===== src/rtl/crc_pkg.sv =====
// rtl/crc_pkg.sv - shared CRC-8 constants and receiver state encoding
package crc_pkg;

  localparam int CRC_W = 8;
  localparam logic [CRC_W-1:0] CRC_POLY_DEFAULT = 8'h07;
  localparam logic [CRC_W-1:0] CRC_INIT_DEFAULT = 8'h00;

  // Wide enough for DATA_BITS up to 32 and the 8 CRC bits.
  localparam int CNT_W = 6;

  typedef enum logic [1:0] {
    IDLE = 2'd0,
    DATA = 2'd1,
    CRC  = 2'd2
  } rx_state_e;

endpackage


===== src/rtl/crc_lfsr_step.sv =====
// rtl/crc_lfsr_step.sv - combinational one-bit MSB-first CRC LFSR update
module crc_lfsr_step
  import crc_pkg::*;
(
  input  logic [CRC_W-1:0] crc,
  input  logic             din,
  input  logic [CRC_W-1:0] poly,
  output logic [CRC_W-1:0] crc_next
);

  logic fb;

  assign fb       = crc[CRC_W-1] ^ din;
  assign crc_next = {crc[CRC_W-2:0], 1'b0} ^ (poly & {CRC_W{fb}});

endmodule


===== src/rtl/crc8_serial_rx.sv =====
// rtl/crc8_serial_rx.sv - bit-serial CRC-8 frame receiver
// Optional error counter (err_cnt/err_clr) enabled by CRC8_RX_ERR_CNT_EN.
module crc8_serial_rx
  import crc_pkg::*;
#(
  parameter int               DATA_BITS = 8,
  parameter logic [CRC_W-1:0] POLY      = CRC_POLY_DEFAULT,
  parameter logic [CRC_W-1:0] INIT      = CRC_INIT_DEFAULT
) (
  input  logic                 clk,
  input  logic                 rst_n,
  input  logic                 bit_in,
  input  logic                 bit_vld,
  input  logic                 sof,
`ifdef CRC8_RX_ERR_CNT_EN
  input  logic                 err_clr,
  output logic [7:0]           err_cnt,
`endif
  output logic [DATA_BITS-1:0] data_out,
  output logic                 frame_vld,
  output logic                 crc_ok,
  output logic                 busy
);

  rx_state_e            state, state_nxt;
  logic [CNT_W-1:0]     cnt, cnt_nxt;
  logic [CRC_W-1:0]     crc, crc_nxt;
  logic [DATA_BITS-1:0] sr, sr_nxt, sr_shift;
  logic [CRC_W-1:0]     step_in, step_out;
  logic                 start, done;

  assign start    = bit_vld & sof;
  // A new frame always starts from INIT, even when it aborts one in flight.
  assign step_in  = start ? INIT : crc;
  assign sr_shift = DATA_BITS'({sr, bit_in});

  crc_lfsr_step u_step (
    .crc      (step_in),
    .din      (bit_in),
    .poly     (POLY),
    .crc_next (step_out)
  );

  always_comb begin
    state_nxt = state;
    cnt_nxt   = cnt;
    crc_nxt   = crc;
    sr_nxt    = sr;
    done      = 1'b0;
    if (start) begin
      crc_nxt = step_out;
      sr_nxt  = sr_shift;
      if (DATA_BITS == 1) begin
        state_nxt = CRC;
        cnt_nxt   = '0;
      end else begin
        state_nxt = DATA;
        cnt_nxt   = CNT_W'(1);
      end
    end else if (bit_vld) begin
      case (state)
        DATA: begin
          crc_nxt = step_out;
          sr_nxt  = sr_shift;
          if (cnt == CNT_W'(DATA_BITS - 1)) begin
            state_nxt = CRC;
            cnt_nxt   = '0;
          end else begin
            cnt_nxt = cnt + CNT_W'(1);
          end
        end
        CRC: begin
          crc_nxt = step_out;
          if (cnt == CNT_W'(CRC_W - 1)) begin
            state_nxt = IDLE;
            cnt_nxt   = '0;
            done      = 1'b1;
          end else begin
            cnt_nxt = cnt + CNT_W'(1);
          end
        end
        default: ;
      endcase
    end
  end

  always_ff @(posedge clk or negedge rst_n) begin
    if (!rst_n) begin
      state <= IDLE;
      cnt   <= '0;
      crc   <= INIT;
      sr    <= '0;
    end else begin
      state <= state_nxt;
      cnt   <= cnt_nxt;
      crc   <= crc_nxt;
      sr    <= sr_nxt;
    end
  end

  always_ff @(posedge clk or negedge rst_n) begin
    if (!rst_n) begin
      data_out  <= '0;
      frame_vld <= 1'b0;
      crc_ok    <= 1'b0;
      busy      <= 1'b0;
    end else begin
      frame_vld <= done;
      busy      <= (state_nxt != IDLE);
      if (done) begin
        data_out <= sr;
        crc_ok   <= (crc_nxt == '0);
      end
    end
  end

`ifdef CRC8_RX_ERR_CNT_EN
  always_ff @(posedge clk or negedge rst_n) begin
    if (!rst_n) begin
      err_cnt <= 8'h00;
    end else if (err_clr) begin
      err_cnt <= 8'h00;
    end else if (frame_vld && !crc_ok && (err_cnt != 8'hFF)) begin
      err_cnt <= err_cnt + 8'h01;
    end
  end
`endif

endmodule


===== config.mk =====
export PLATFORM = sky130hd
export DESIGN_NAME = crc8_serial_rx
export DESIGN_NICKNAME = d
export VERILOG_FILES = /design/src/rtl/crc_pkg.sv /design/src/rtl/crc_lfsr_step.sv /design/src/rtl/crc8_serial_rx.sv
export SDC_FILE = /design/constraint.sdc
export NUM_CORES = 1
export LEC_CHECK = 0
export CAP_MARGIN = 20
export CORE_ASPECT_RATIO = 1.4
export CORE_MARGIN = 1.5
export CORE_UTILIZATION = 25
export DETAILED_ROUTE_END_ITERATION = 7
export GPL_ROUTABILITY_DRIVEN = 0
export GPL_TIMING_DRIVEN = 0
export SLEW_MARGIN = 10
export SYNTH_ARGS = -nofsm -noshare
export SYNTH_HDL_FRONTEND = slang
export SYNTH_HIERARCHICAL = 1
export SYNTH_SLANG_ARGS = --single-unit

===== constraint.sdc =====
create_clock -name clk -period 3.2 [get_ports clk]
set_input_delay 0.48 -clock clk [delete_from_list [all_inputs] [get_ports clk]]
set_output_delay 0.48 -clock clk [all_outputs]
set_load 0.02 [all_outputs]

==> flow_summary_export.csv, run 1 <==
group,metric,value,unit
grt,first_global_vias,1145,
power_and_ir_drop,leakage,0.0009466,uW
cts,cts-root-buf,"clkbuf_8",
setup_path,cp.depth,10,
timing,skew,8.190,ps
cts,post-cts-setup-buffer-count,0,
setup_path,worst_ep_required_time,3430,ps
floorplanning,initial_utilization,25.92,%
power_and_ir_drop,swShare,32.73,%
setup_path,critical_path_class,"in2reg",
timing,setup_ws,1016,ps
cts,path_clk_slew,80,ps
synth,synth_seq_cells,35,
timing,rsz0062_at_grt,"false",
status,status,"completed",
setup_path,r2r_cells,8,
drt,drc,0,
timing,fmax,457.8,MHz
drt,ant_nets,0,
power_and_ir_drop,power_switching,462.5,uW
floorplanning,die_area,7369,sq um
timing,slew_violations,0,
setup_path,crit_family,"simple AND/OR/NAND/NOR gates",
grt,grt_usage,9.416,%
drt,drtIter0Drc,62,
cts,tritoncts,"built",
cts,cts.sinks,35,
synth,synth.distinct_cells,32,
synth,yosys_warnings,6,
cells_and_area,drive_gt1_share,25.88,%
floorplanning,die_w,72.98,microns
power_and_ir_drop,power.internal,950.8,uW
cells_and_area,fillerInstances,692,
timing,setup_viol,0,
setup_path,crit_top_cell,"nand2_1",
timing,hold_violations,0,
cts,insertion_delay,300,ps
place,numPortBuffers,13,
setup_path,critPathMaxFanout,10,
cells_and_area,areaGrowthSynthToFinish,21.68,%
timing,final.min_clock_period,2184,ps
drt,routedWlPerCell,11.18,microns
timing,hold_slack,132.3,ps
grt,grtUsageMet1,10.32,%
cts,clockBufferDepth,2,
grt,globalRouteOverflowTotal,0,
cells_and_area,fin_util,31.54,%
synth,synth_seq_area_share,51.09,%
drt,viasPerCell,4.046,
power_and_ir_drop,pwr-share-clk,22.9,%
synth,synth_area,1714,sq um
worst_hold_path,hp-class,"in2async",
power_and_ir_drop,seqPwrFrac,46.5,%
grt,grt_pass1_wl,5237,microns
cts,numCtsBuffers,5,
power_and_ir_drop,power.share.combinational,30.6,%
setup_path,critPathLaunchType,"primary input",
cells_and_area,nets,177,
place,hpwlAfterDp,2064,microns
power_and_ir_drop,power_density,677.6,nW/um^2
setup_path,path_cells,"buf_2 > nand2_1 > and2_1 > xor2_2 > nand2_1 > xnor2_1 > nor4_1 > nand2_1 > mux2i_1 > mux2_4",
grt,antenna_found_initial,0,
grt,met3_usage,3.300,%
setup_path,max_stage_delay,330,ps
job,cap_violations,0,
power_and_ir_drop,peakVddDrop,176.4,uV
cts,cts_max_level,2,
synth,synthCells,142,
timing,period_share,68.26,%
drt,vias,1060,
floorplanning,core_area,6613,sq um
timing,setup_tns,0,ps
cts,cts_resized,0,
grt,grt_max_degree,36,
setup_path,cp_slowest_cell,"xor2_2",
setup_path,cp.arrival,2420,ps
cells_and_area,diodes,0,
setup_path,worst-path-buf-inv,1,
place,dp_worst_setup_slack,688.0,ps
setup_path,end_kind,"register",
grt,grt_use_met2,15.10,%
synth,synth_area_per_cell,12.07,sq um
floorplanning,rows,35,
grt,top_usage_layer,"met2",
drt,firstDrtPassIters,4,
floorplanning,fp.dieH,101.0,microns
floorplanning,io_pins,16,
drt,drt_wl_total,2928,microns
cts,cts-hold-fix-buffers,0,
==> Yosys cell counts (all sizes together) <==
| cell | n | area share, % |
|---|---|---|
| dfrtp | 35 | 51 |
| mux2 | 25 | 18 |
| nand2 | 16 | 3.5 |
| and2 | 11 | 4.1 |
| xnor2 | 8 | 4.1 |
| inv | 6 | 1.3 |
| nor2 | 5 | 1.1 |
| nor4 | 4 | 1.5 |
| o21ai | 4 | 1.6 |
| a21oi | 3 | 0.88 |
| buf | 3 | 1.2 |
| ha | 3 | 2.2 |
| xor2 | 3 | 2.0 |
| and3 | 2 | 1.0 |
| conb | 2 | 0.44 |
| nand4 | 2 | 0.73 |
| a22oi | 1 | 0.44 |
| and4bb | 1 | 0.73 |
| mux2i | 1 | 0.58 |
| nand3b | 1 | 0.66 |
| nor2b | 1 | 0.37 |
| o2111ai | 1 | 0.51 |
| o21a | 1 | 0.44 |
| o22ai | 1 | 0.37 |
| o31ai | 1 | 0.44 |
| or3 | 1 | 0.37 |
==> cell usage in the layout (no fill, tap or decap), drive strengths merged, types with 4 or more instances in the layout <==
cell           count
and2              11
buf                5
clkbuf             5
clkdlybuf4s50     12
conb               8
dfrtp             35
inv                6
mux2              25
nand2             16
nor2               5
nor4               4
o21ai              4
xnor2              8
==> routing by layer <==
metal	part of all wire, %	vias up	wire [microns]
met4	3.1	0	90
met5	0	-	0
met1	43	512	1252
met2	51	12	1480
met3	3.6	7	105
li1	-	529	-
==> power by group through the flow <==
stage               clock, uW  sequential, uW  combinational, uW
finish                    323             657                433
global route              357             676                482
CTS                       339             659                440
detailed placement          0             669                437
global placement            0             665                422
floorplan                   0             649                345
==> path summary, 6_finish.rpt <==
kind / start / end / slack (ps)
worst max-delay path: bit_vld / crc_ok / 1020
worst min-delay path: rst_n / cnt[2] / 130
worst max register to register: crc[7] / crc_ok / 1310
worst min register to register: sr[7] / data_out[7] / 510
max in group asynchronous: rst_n / crc[2] / 2890
min in group clk: sof / cnt[1] / 500
==> sequential cells by signal, summed over array words and instances, names as in the netlist <==
name / flops
data_out: 8
busy: 1
crc_ok: 1
sr: 8
cnt: 6
crc: 8
frame_vld: 1
state: 2
==> cell families after synthesis <==
logic type                 after synthesis  share of synthesized area (%)
adders and majority gates                3                          2.190
muxes                                   26                          18.98
xor gates and xnor gates                11                          6.059
other                                    2                         0.4381
DFF                                     35                          51.09
buffers and inverters                    9                          2.555
and+or+nand+nor                         44                          14.02
AOI/OAI and AO/OA                       12                          4.672
==> cell type report <==
cell class | instances | area (sq um) | area share (%)
inverters | 6 | 22.52 | 1.080
repair buffers | 14 | 145.1 | 6.959
clock inverters | 3 | 20.02 | 0.9598
multi-input cells | 104 | 817.0 | 39.17
flip-flops and latches | 35 | 875.8 | 41.99
clock buffers | 5 | 68.82 | 3.299
plain buffers | 3 | 21.27 | 1.020
well taps | 92 | 115.1 | 5.519
==> through the flow <==
step                cell area [sq um]  cells  total power, uW
floorplan                        1737    148            994.1
global placement                 1982    253             1088
detailed placement               1997    254             1106
CTS                              2086    262             1438
global route                     2086    262             1515
finish                           2086    262             1413
Note: power is estimated with default switching activity, not from simulation.
==> run 2, diff against run 1 <==
==> constraint.sdc (replaced) <==
create_clock -name clk -period 2.11 [get_ports clk]
set_input_delay 0.3165 -clock clk [delete_from_list [all_inputs] [get_ports clk]]
set_output_delay 0.3165 -clock clk [all_outputs]
set_load 0.02 [all_outputs]
==> flow_summary_export.csv, run 2 (synthesized netlist as in run 1, its figures left out) <==
group,metric,value,unit
timing,rsz0062_at_grt,"false",
setup_path,r2r_setup_slack,290,ps
cells_and_area,fin_cells,263,
worst_hold_path,holdPathStages,2,
worst_hold_path,hold_start,"sof",
setup_path,worst_ep_required_time,2340,ps
grt,first_global_vias,1153,
drt,ant_nets,0,
drt,firstDrtPassIters,4,
grt,globalRouteOverflowTotal,0,
timing,period_share,88.37,%
grt,grt_max_degree,36,
grt,grtUsageMet1,10.32,%
cts,numCtsBuffers,5,
floorplanning,rows,35,
setup_path,critPathLaunchType,"primary input",
cells_and_area,drive_gt1_share,26.32,%
timing,setup_viol,0,
place,hpwlAfterDp,2064,microns
drt,drt_wl_total,2939,microns
grt,antenna_found_initial,0,
power_and_ir_drop,power_density,1021,nW/um^2
cts,clockBufferDepth,2,
status,status,"completed",
setup_path,r2r_start,"crc[7]",
drt,drc,0,
cts,path_clk_slew,70,ps
cts,insertion_delay,290,ps
job,cap_violations,0,
setup_path,critical_path_class,"in2reg",
setup_path,critPathMaxFanout,8,
cts,cts-root-buf,"clkbuf_8",
setup_path,r2r_cells,8,
timing,fmax,536.3,MHz
timing,slew_violations,0,
setup_path,end_kind,"register",
setup_path,cp.arrival,2100,ps
power_and_ir_drop,leakage,0.0009531,uW
floorplanning,die_w,72.98,microns
cells_and_area,fin_util,31.90,%
worst_hold_path,whs_endpoint,"cnt[1]",
floorplanning,io_pins,16,
place,numPortBuffers,13,
cells_and_area,nets,178,
cells_and_area,final_common_cell,"dfrtp_1",
drt,vias,1081,
cells_and_area,final_cell_mix,"dfrtp_1, mux2_2, nand2_1",
place,post_dp_cell_area,1997,sq um
drt,viasPerCell,4.110,
grt,grt_use_met2,15.17,%
grt,grt_pass1_wl,5250,microns
floorplanning,fp.dieH,101.0,microns
timing,final.min_clock_period,1865,ps
power_and_ir_drop,peakVddDrop,261.7,uV
cells_and_area,top_regs,"crc x8, data_out x8, sr x8",
drt,routedWlPerCell,11.17,microns
floorplanning,die_area,7369,sq um
floorplanning,initial_utilization,25.92,%
setup_path,reg2reg_to,"crc_ok",
grt,met3_usage,3.300,%
cells_and_area,areaGrowthSynthToFinish,23.07,%
timing,hold_violations,0,
cts,cts_max_level,2,
worst_hold_path,hp-class,"in2reg",
cts,tritoncts,"built",
place,dp.cells,254,
timing,skew,7.741,ps
cells_and_area,design_area,2110,sq um
floorplanning,core_area,6613,sq um
grt,top_usage_layer,"met2",
grt,grt_usage,9.436,%
drt,drtIter0Drc,63,
cells_and_area,diodes,0,
cts,cts.sinks,35,
[run 2: cell count changes in the layout (fill, tap and decap cells not counted), sizes merged]
cell	delta
dlygate4sd3	+1
[run 2: final cells by class]
cell class	count	area (sq um)
clock inverter	3	20.02
buffer	3	21.27
inverter	6	22.52
sequential	35	875.8
fill	689	4503
multi-input combinational	104	830.8
timing repair buffer	15	155.1
clock buffer	5	68.82
tap	92	115.1
[run 2: worst max path at each step]
stage / cells past startpoint / end / startpoint / slack, ps
finish: 8 / crc_ok / bit_in / 250
global route: 10 / crc_ok / bit_vld / 50
CTS: 10 / crc_ok / bit_vld / 80
detailed placement: 10 / crc_ok / bit_vld / -240
global placement: 10 / crc_ok / bit_vld / -230
floorplan: 10 / crc_ok / bit_vld / 170
[run 2: timing repair]
| item | CTS | global route |
|---|---|---|
| setup buffers | 0 | 0 |
| resized for setup | 0 | 2 |
| hold buffers | 1 | 0 |
| endpoints found under the setup margin | 0 | 1 |
| hold endpoints to repair | 35 | 0 |
[run 2: report_power, final]
group          total (uW)  leakage (uW)  internal, uW  switching (uW)
combinational         668      0.000467           353             315
sequential            996      0.000446           865             131
clock                 488     0.0000402           229             259
[run 2: metrics by stage]
step	power [uW]	TNS, ps	worst slack [ps]	hold WS (ps)
after detailed placement	1677	-238.5	-238.5	295.1
after global placement	1649	-4126	-230.6	486.4
after global routing	2308	0	48.52	341.3
after CTS	2182	0	76.04	322.3
final	2153	0	245.5	347.0
after floorplan	1508	0	167.7	20.91
[run 2: critical path, stage by stage]
cell and delay [ps]:
clkdlybuf4s50_1 590, xor2_4 270, nand2_1 100, xnor2_1 150, nor4_1 290, nand2_1 80
mux2i_1 140, mux2_4 160
[run 2: metal layers]
layer | routed length (microns) | up-vias
met2 | 1494 | 12
met5 | 0 | -
met3 | 106 | 7
li1 | - | 533
met4 | 90 | 0
met1 | 1249 | 529
